[src/rtl/dds_cfg_sequencer.sv]
// dds_cfg_sequencer: shadow DDS config regs applied on phase wrap (or timeout), plus RD_DDS readback sequencer.
// Ports: clk/reset_n (async, active low); cmd_valid/cmd_ready/cmd_op/cmd_arg command handshake;
// tx_buffer_free/tx_wr_en/tx_wr_data SPI TX push; dds_phase_wrap in; dds_freq/dds_amp/dds_wave/dds_update out; busy.
// Optional: define DDS_STATUS_WORD_EN to append a status word (pend flags + apply count) to RD_DDS.
module dds_cfg_sequencer #(
  parameter int FREQ_W       = 24,
  parameter int AMP_W        = 16,
  parameter int WAVE_W       = 8,
  parameter int WRAP_TIMEOUT = 65535
) (
  input  logic              clk,
  input  logic              reset_n,
  input  logic              cmd_valid,
  output logic              cmd_ready,
  input  logic [7:0]        cmd_op,
  input  logic [23:0]       cmd_arg,
  input  logic              tx_buffer_free,
  output logic              tx_wr_en,
  output logic [23:0]       tx_wr_data,
  input  logic              dds_phase_wrap,
  output logic [FREQ_W-1:0] dds_freq,
  output logic [AMP_W-1:0]  dds_amp,
  output logic [WAVE_W-1:0] dds_wave,
  output logic              dds_update,
  output logic              busy
);
`ifdef DDS_STATUS_WORD_EN
  localparam int NW = 4;
`else
  localparam int NW = 3;
`endif
  localparam int CW = (WRAP_TIMEOUT > 1) ? $clog2(WRAP_TIMEOUT) : 1;
  typedef enum logic [1:0] {S_IDLE, S_SEND, S_GAP} state_t;
  state_t            r_state;
  logic              r_ready;
  logic [1:0]        r_idx;
  logic [23:0]       r_word [NW];
  logic              r_tx_en;
  logic [23:0]       r_tx_data;
  logic [FREQ_W-1:0] r_freq, r_sh_freq;
  logic [AMP_W-1:0]  r_amp, r_sh_amp;
  logic [WAVE_W-1:0] r_wave, r_sh_wave;
  logic              r_pend_f, r_pend_aw, r_upd;
  logic [CW-1:0]     r_cnt;
`ifdef DDS_STATUS_WORD_EN
  logic [15:0]       r_apply_cnt;
`endif
  logic w_acc, w_wr_f, w_wr_aw, w_rd, w_pend, w_apply;
  assign w_acc   = cmd_valid & r_ready;
  assign w_wr_f  = w_acc & (cmd_op == 8'd9);
  assign w_wr_aw = w_acc & (cmd_op == 8'd8);
  assign w_rd    = w_acc & (cmd_op == 8'd10);
  assign w_pend  = r_pend_f | r_pend_aw;
  // apply reads the pre-write shadow; a same-cycle write re-arms pend for the next wrap
  assign w_apply = w_pend & (dds_phase_wrap | (r_cnt == CW'(WRAP_TIMEOUT - 1)));
  assign cmd_ready  = r_ready;
  assign tx_wr_en   = r_tx_en;
  assign tx_wr_data = r_tx_data;
  assign dds_freq   = r_freq;
  assign dds_amp    = r_amp;
  assign dds_wave   = r_wave;
  assign dds_update = r_upd;
  assign busy       = (r_state != S_IDLE) | w_pend;
  always_ff @(posedge clk or negedge reset_n) begin
    if (!reset_n) begin
      r_freq    <= '0;
      r_amp     <= '0;
      r_wave    <= '0;
      r_sh_freq <= '0;
      r_sh_amp  <= '0;
      r_sh_wave <= '0;
      r_pend_f  <= 1'b0;
      r_pend_aw <= 1'b0;
      r_upd     <= 1'b0;
      r_cnt     <= '0;
`ifdef DDS_STATUS_WORD_EN
      r_apply_cnt <= '0;
`endif
    end else begin
      r_upd <= w_apply;
      if (w_apply && r_pend_f) r_freq <= r_sh_freq;
      if (w_apply && r_pend_aw) begin
        r_amp  <= r_sh_amp;
        r_wave <= r_sh_wave;
      end
      if (w_wr_f) r_sh_freq <= FREQ_W'(cmd_arg);
      if (w_wr_aw) begin
        r_sh_amp  <= AMP_W'(cmd_arg[15:0]);
        r_sh_wave <= WAVE_W'(cmd_arg[23:16]);
      end
      r_pend_f  <= w_wr_f | (r_pend_f & ~w_apply);
      r_pend_aw <= w_wr_aw | (r_pend_aw & ~w_apply);
      // counts only while something is pending, so later writes never restart it
      r_cnt <= (w_pend & ~w_apply) ? r_cnt + 1'b1 : '0;
`ifdef DDS_STATUS_WORD_EN
      r_apply_cnt <= r_apply_cnt + 16'(w_apply);
`endif
    end
  end
  always_ff @(posedge clk or negedge reset_n) begin
    if (!reset_n) begin
      r_state   <= S_IDLE;
      r_ready   <= 1'b0;
      r_idx     <= '0;
      r_tx_en   <= 1'b0;
      r_tx_data <= '0;
      for (int i = 0; i < NW; i++) r_word[i] <= '0;
    end else begin
      r_tx_en <= 1'b0;
      case (r_state)
        S_IDLE: begin
          r_ready <= ~w_rd;
          if (w_rd) begin
            r_state   <= S_SEND;
            r_idx     <= '0;
            r_word[0] <= 24'(r_freq);
            r_word[1] <= 24'(r_wave);
            r_word[2] <= 24'(r_amp);
`ifdef DDS_STATUS_WORD_EN
            r_word[3] <= {r_pend_f, r_pend_aw, 6'b0, r_apply_cnt};
`endif
          end
        end
        S_SEND: if (tx_buffer_free) begin
          r_tx_en   <= 1'b1;
          r_tx_data <= r_word[r_idx];
          r_state   <= S_GAP;
        end
        S_GAP: begin
          r_state <= (r_idx == 2'(NW - 1)) ? S_IDLE : S_SEND;
          r_ready <= (r_idx == 2'(NW - 1));
          r_idx   <= r_idx + 1'b1;
        end
        default: r_state <= S_IDLE;
      endcase
    end
  end
endmodule
[config.mk]
export PLATFORM = sky130hd
export DESIGN_NAME = dds_cfg_sequencer
export DESIGN_NICKNAME = d
export VERILOG_FILES = /design/src/rtl/dds_cfg_sequencer.sv
export SDC_FILE = /design/constraint.sdc
export NUM_CORES = 1
export LEC_CHECK = 0
export ABC_AREA = 1
export CAP_MARGIN = 20
export CORE_MARGIN = 5
export CORE_UTILIZATION = 30
export CTS_CLUSTER_SIZE = 40
export DETAILED_ROUTE_END_ITERATION = 8
export DONT_BUFFER_PORTS = 1
export PLACE_DENSITY = 0.54
export REMOVE_ABC_BUFFERS = 1
export SLEW_MARGIN = 20
export SYNTH_ARGS = -nofsm -noshare
export SYNTH_HDL_FRONTEND = slang
export SYNTH_SLANG_ARGS = --single-unit
[constraint.sdc]
create_clock -name clk -period 3.77 [get_ports clk]
set_clock_uncertainty 0.15 [all_clocks]
set_input_delay 0.754 -clock clk [delete_from_list [all_inputs] [get_ports clk]]
set_output_delay 0.754 -clock clk [all_outputs]
set_load 0.02 [all_outputs]
==> results.cfg, run 1 <==
[timing]
slew_violations = 0
timing_hold_violations_final = 166
max-slew-margin-rel_pct = 39.6
fin_tns_setup_ns = 0
period_needed_ns = 2.58
holdWs_ns = -0.122
period_share_pct = 68.4
setup_violations = 0
rsz0062_at_grt = no
clock.fmax_mhz = 388
worst_pin_slew_ns = 0.903
setup_ws_ns = 1.19

[status]
failed_checks = hold timing
status = finished with violations

[synth]
synth_xor_xnor_area_share_pct = 0.888
synth_adder_area_share_pct = 0.476
synth-compound-area-share_pct = 10.7
synth_top_family_by_area = simple AND/OR/NAND/NOR gates
synth_warnings = 0
synth_cell_type_count = 25
synth-seq-cells = 193
synth-simple-area-share_pct = 19.2
syn_area_mm2 = 0.00789
synth.area.mux_share_pct = 0
ys_seq_area_share_pct = 61.2
synth.avg_cell_area_um2 = 9.08
synthCells = 869

[floorplan]
die_area_mm2 = 0.0296
die_y_um = 172
ios = 113
initial_utilization_pct = 30.4
coreArea_mm2 = 0.0260
rows = 59
die_w_um = 172

[cts]
cts.sink_count = 193
clkTransAtPathRegs_ns = 0.07
insertion_delay_ns = 0.43
cts_root_buf = clkbuf_16
h-tree-depth = 4
cts_resized = 0
cts_made_buffers = 17
cts_buffer_depth = 2
tritoncts = built
post-cts-setup-buffers = 0

[drt]
dr.pass1.iters = 4
num_vias = 5439
drtIter0Drc = 366
ant_nets = 0
drc = 0
via_per_inst = 4.52
avgRoutedWirePerCell_um = 16.0
wl_mm = 19.2

[layout]
n_fill_cell = 2748
final_area_mm2 = 0.00873
drive_gt1_share_pct = 5.31
antenna_cells = 0
multiInputGateArea_mm2 = 0.00249
seq_area_mm2 = 0.00483
syn_to_final_growth_pct = 10.6
final_nets = 894
utilization_pct = 33.6

[critical_path]
cp_slowest_cell = nor2_1
path_buf_inv = 0
critPathTopFamily = simple AND/OR/NAND/NOR gates
crit_required_ns = 2.87
cp-start-kind = flop
crit_chain = nor2_1, nand3_1
critPathMaxStageDelay_ns = 0.44
critPathKind = flop to output port
worstPathArrival_ns = 1.68
cp_max_fo = 5
critPathCaptureType = output port

[power]
p_leak_uw = 0.00422
ir_drop_mv = 0.289
power_density_mw_per_mm2 = 528
power_uw = 4610

[global_route]
grt_pass1_wl_mm = 30.5
grt_max_degree = 194
antenna_found_initial = 0
track_usage_pct = 13.4
grt_pass1_vias = 5377
grt_overflow_total = 0

[place]
place_area_mm2 = 0.00814
dp_hpwl_mm = 12.5
gp_congestion = 0.759
numPortBuffers = 0
dp_worst_setup_slack_ns = 1.22

[hold_path]
hold_path_class = input pin to asynchronous set/reset pin

[job]
max-cap-violations = 0
layout make-up:
class,instances,area share (%)
Clock buffer,19,5.07
Clock inverter,13,1.63
Inverter,91,3.91
Multi-Input combinational cell,543,28.6
Sequential cell,193,55.3
Tap cell,335,4.80
Timing Repair Buffer,8,0.688
layout by cell type, fill, tap and decap left out, types with 2 or more instances in the layout:
cell type,Yosys,layout
o211ai_1,8,8
nand2_4,2,2
inv_6,0,4
a2bb2oi_1,8,8
buf_4,2,8
nor2_1,57,57
nand2_2,0,2
ha_1,3,3
clkinvlp_4,0,3
xor2_1,2,2
clkinv_1,3,3
inv_1,88,88
o21ai_0,102,102
a21oi_1,35,35
nand2_1,252,250
nand3_1,60,59
nor3b_1,2,2
xnor2_1,6,6
inv_8,0,3
dfrtp_1,193,193
clkbuf_16,0,17
final timing paths:
path                                     startpoint  slack, ns                         end  cells past startpoint
max                          r_state[0]$_DFFE_PN0P_       1.19                        busy                      2
min                                         reset_n      -0.12  tx_wr_data[10]$_DFFE_PN0P_                      0
max reg2reg                  r_state[0]$_DFFE_PN0P_       1.46      r_word[55]$_DFFE_PN0P_                      5
min reg2reg                r_sh_amp[13]$_DFFE_PN0P_       0.34    r_sh_amp[13]$_DFFE_PN0P_                      2
max in group asynchronous                   reset_n       3.07      r_word[61]$_DFFE_PN0P_                      0
min in group clk                     tx_buffer_free       0.32      r_state[0]$_DFFE_PN0P_                      1
registers in the layout, summed over array words and instances (netlist names):
name,flops
cmd_ready,1
dds_amp,16
dds_freq,24
dds_update,1
dds_wave,8
r_cnt,16
r_idx,2
r_pend_aw,1
r_pend_f,1
r_sh_amp,16
r_sh_freq,24
r_sh_wave,8
r_state,2
r_word,48
tx_wr_data,24
tx_wr_en,1
cells in the mapped netlist:
master	n	area, um^2
nand2_1	252	946
o21ai_0	102	510
o221ai_1	1	8.76
xor2_1	2	17.5
inv_1	88	330
dfrtp_1	193	4830
nor3_1	1	5.00
a2bb2oi_1	8	70.1
clkbuf_1	21	78.8
nor2_1	57	214
buf_6	9	101
o21ai_4	1	16.3
nand4_1	1	6.26
clkinv_1	3	11.3
o211ai_1	8	60.1
ha_1	3	37.5
o21bai_1	1	7.51
nand2_4	2	22.5
buf_2	10	50.1
a21oi_1	35	175
nand3_1	60	300
xnor2_1	6	52.6
nor3b_1	2	15.0
buf_4	2	15.0
nand3_2	1	10.0
per-layer routing:
metal	part of all wire [%]	routed length [um]	up-vias	GRT usage, %
li1	-	-	2730	-
met1	45	8570	2566	17.6
met2	46	8770	125	20.8
met3	8.1	1550	18	4.64
met4	1.7	322	0	4.34
met5	0	0	-	0
metrics by stage:
step,hold slack [ns],std cells
detailed placement,0.315,1170
finish,-0.122,1202
CTS,-0.163,1202
global route,-0.136,1202
global placement,0.311,1170
floorplan,0.298,827
power breakdown:
group	leakage, uW	switching [uW]	internal [uW]
Sequential	0.00258	242	2210
Combinational	0.00136	228	130
Clock	0.000280	847	956
kinds of logic (layout without fill, tap and decap cells):
kind of cell	count (synthesis)	after routing
compound gates	156	156
xor+xnor	8	8
fa+ha+maj	3	3
buf+inv	133	131
flops	193	193
simple gates	376	376
Note: power is estimated with default switching activity, not from simulation.
==> inputs of run 2 (changes only) <==
==> constraint.sdc (replaced) <==
create_clock -name clk -period 2.62 [get_ports clk]
set_clock_uncertainty 0.15 [all_clocks]
set_input_delay 0.524 -clock clk [delete_from_list [all_inputs] [get_ports clk]]
set_output_delay 0.524 -clock clk [all_outputs]
set_load 0.02 [all_outputs]
==> run 2 against run 1 <==
  * The run still ends with hold timing left
  * Count of clock-buffer cells in the layout increased by 1
  * Global-route usage decreased by 0.18 points
  * Largest cell class unchanged
  * Die area unchanged
  * Via count grew 0.83%
  * Utilization rose by 0.25 points
  * Power up 43%
  * Worst setup slack lost 0.88 ns
  * Hold slack lost 0.23 ns
  * Sequential cell count did not move
  * Sequential power grew 44%
  * Highest routed layer unchanged
==> results.cfg, run 2 (synthesis gave the netlist of run 1 again) <==
[drt]
drtIter0Drc = 316
drc = 0
ant_nets = 0
avgRoutedWirePerCell_um = 15.8
via_per_inst = 4.52
num_vias = 5484
wl_mm = 19.1
dr.pass1.iters = 4

[place]
dp_worst_setup_slack_ns = 0.412
dp_cells = 1180
dp_hpwl_mm = 12.7
gp_congestion = 0.758
numPortBuffers = 0
place_area_mm2 = 0.00823

[critical_path]
crit_required_ns = 1.95
timing.rr.start = r_state[0]$_DFFE_PN0P_
rrSetupSlack_ns = 0.58
reg2reg_to = r_idx[1]$_DFFE_PN0P_
crit_chain = nor2_1, nand3_1
critPathMaxStageDelay_ns = 0.43
crit_path_end = busy
critPathKind = flop to output port
worstPathArrival_ns = 1.64
r2r_cells = 5
critPathCaptureType = output port
cp_max_fo = 5
crit_start = r_state[0]$_DFFE_PN0P_
cp-start-kind = flop
cp_slowest_cell = dfrtp_1

[timing]
clock.fmax_mhz = 432
rsz0062_at_grt = no
fin_tns_setup_ns = 0
slew_violations = 0
max-slew-margin-rel_pct = 47.8
timing_hold_violations_final = 193
period_share_pct = 88.3
holdWs_ns = -0.354
worst_pin_slew_ns = 0.779
setup_ws_ns = 0.306
period_needed_ns = 2.31
setup_violations = 0

[status]
failed_checks = hold timing
status = finished with violations

[layout]
final_common_cell = nand2_1
n_fill_cell = 2701
syn_to_final_growth_pct = 11.4
multiInputGateArea_mm2 = 0.00249
largest_register_ffs = 48
final_nets = 904
antenna_cells = 0
drive_gt1_share_pct = 6.50
final_cell_mix = 250 x nand2_1, 193 x dfrtp_1, 102 x o21ai_0, 88 x inv_1, 59 x nand3_1
instances_no_fill = 1212
top_register = r_word
final_area_mm2 = 0.00879
seq_area_mm2 = 0.00483

[floorplan]
ios = 113
die_area_mm2 = 0.0296
initial_utilization_pct = 30.4
die_y_um = 172
rows = 59
die_w_um = 172
coreArea_mm2 = 0.0260

[global_route]
track_usage_pct = 13.2
antenna_found_initial = 0
grt_pass1_vias = 5207
grt_max_degree = 194
grt_pass1_wl_mm = 30.2
grt_overflow_total = 0

[cts]
clkTransAtPathRegs_ns = 0.07
insertion_delay_ns = 0.43
cts_resized = 0
tritoncts = built
cts_root_buf = clkbuf_16
cts.sink_count = 193
h-tree-depth = 4
cts_buffer_depth = 2
post-cts-setup-buffers = 0
cts_made_buffers = 17

[power]
p_leak_uw = 0.00427
ir_drop_mv = 0.417
power_density_mw_per_mm2 = 749

[job]
max-cap-violations = 0

[hold_path]
hold_path_class = input pin to asynchronous set/reset pin
## run 2: cell count changes in the layout (fill, tap and decap cells not counted), sizes merged
cell,previous run,this run
inv,95,94
clkinv,5,7
bufinv,1,0
clkinvlp,3,2
buf,8,18
clkbuf,19,20
## run 2: cell type report
class                      instances  share of cell area (%)
sequential                       193                    54.9
multi-input combinational        543                    28.3
clock buffer                      20                    5.31
tap                              335                    4.77
inverter                          91                    3.89
timing repair buffer              18                    1.68
clock inverter                    12                    1.08
## run 2: layer usage
layer	part of all wire, %	up-vias	global-route usage [%]	wire, um
li1	-	2749	-	-
met1	46	2610	18.1	8820
met2	45	115	19.8	8540
met3	8.2	10	4.96	1560
met4	0.92	0	3.38	175
met5	0	-	0	0
## run 2: through the flow
| step | power, uW | util (%) |
|---|---|---|
| 2_1_floorplan | 3890 | - |
| 3_3_place_gp | 4140 | 31.7 |
| 3_5_place_dp | 4150 | 31.7 |
| 4_1_cts | 6680 | 33.8 |
| 5_1_grt | 6900 | 33.8 |
| 6_report | 6580 | 33.8 |
## run 2: worst max-delay path: cells and delay by family, from the launching register on
family           cells  cell delay, ns
and+or+nand+nor      2            0.78
DFF                  1            0.43
## run 2: worst min-delay path by stage
| stage | end | cells after the start | startpoint | slack (ns) |
|---|---|---|---|---|
| after CTS | tx_wr_data[15]$_DFFE_PN0P_ | 0 | reset_n | -0.38 |
| final | tx_wr_data[10]$_DFFE_PN0P_ | 0 | reset_n | -0.35 |
| after floorplan | cmd_ready$_DFFE_PN0P_ | 0 | reset_n | 0.08 |
| after global placement | tx_wr_data[13]$_DFFE_PN0P_ | 0 | reset_n | 0.09 |
| after detailed placement | tx_wr_data[13]$_DFFE_PN0P_ | 0 | reset_n | 0.09 |
| after global routing | tx_wr_data[8]$_DFFE_PN0P_ | 0 | reset_n | -0.37 |
## run 2: power by group
group | internal (uW) | switching (uW) | total, uW
combinational | 206 | 334 | 540
clock | 1310 | 1200 | 2510
sequential | 3180 | 353 | 3530
total | 4700 | 1880 | 6580
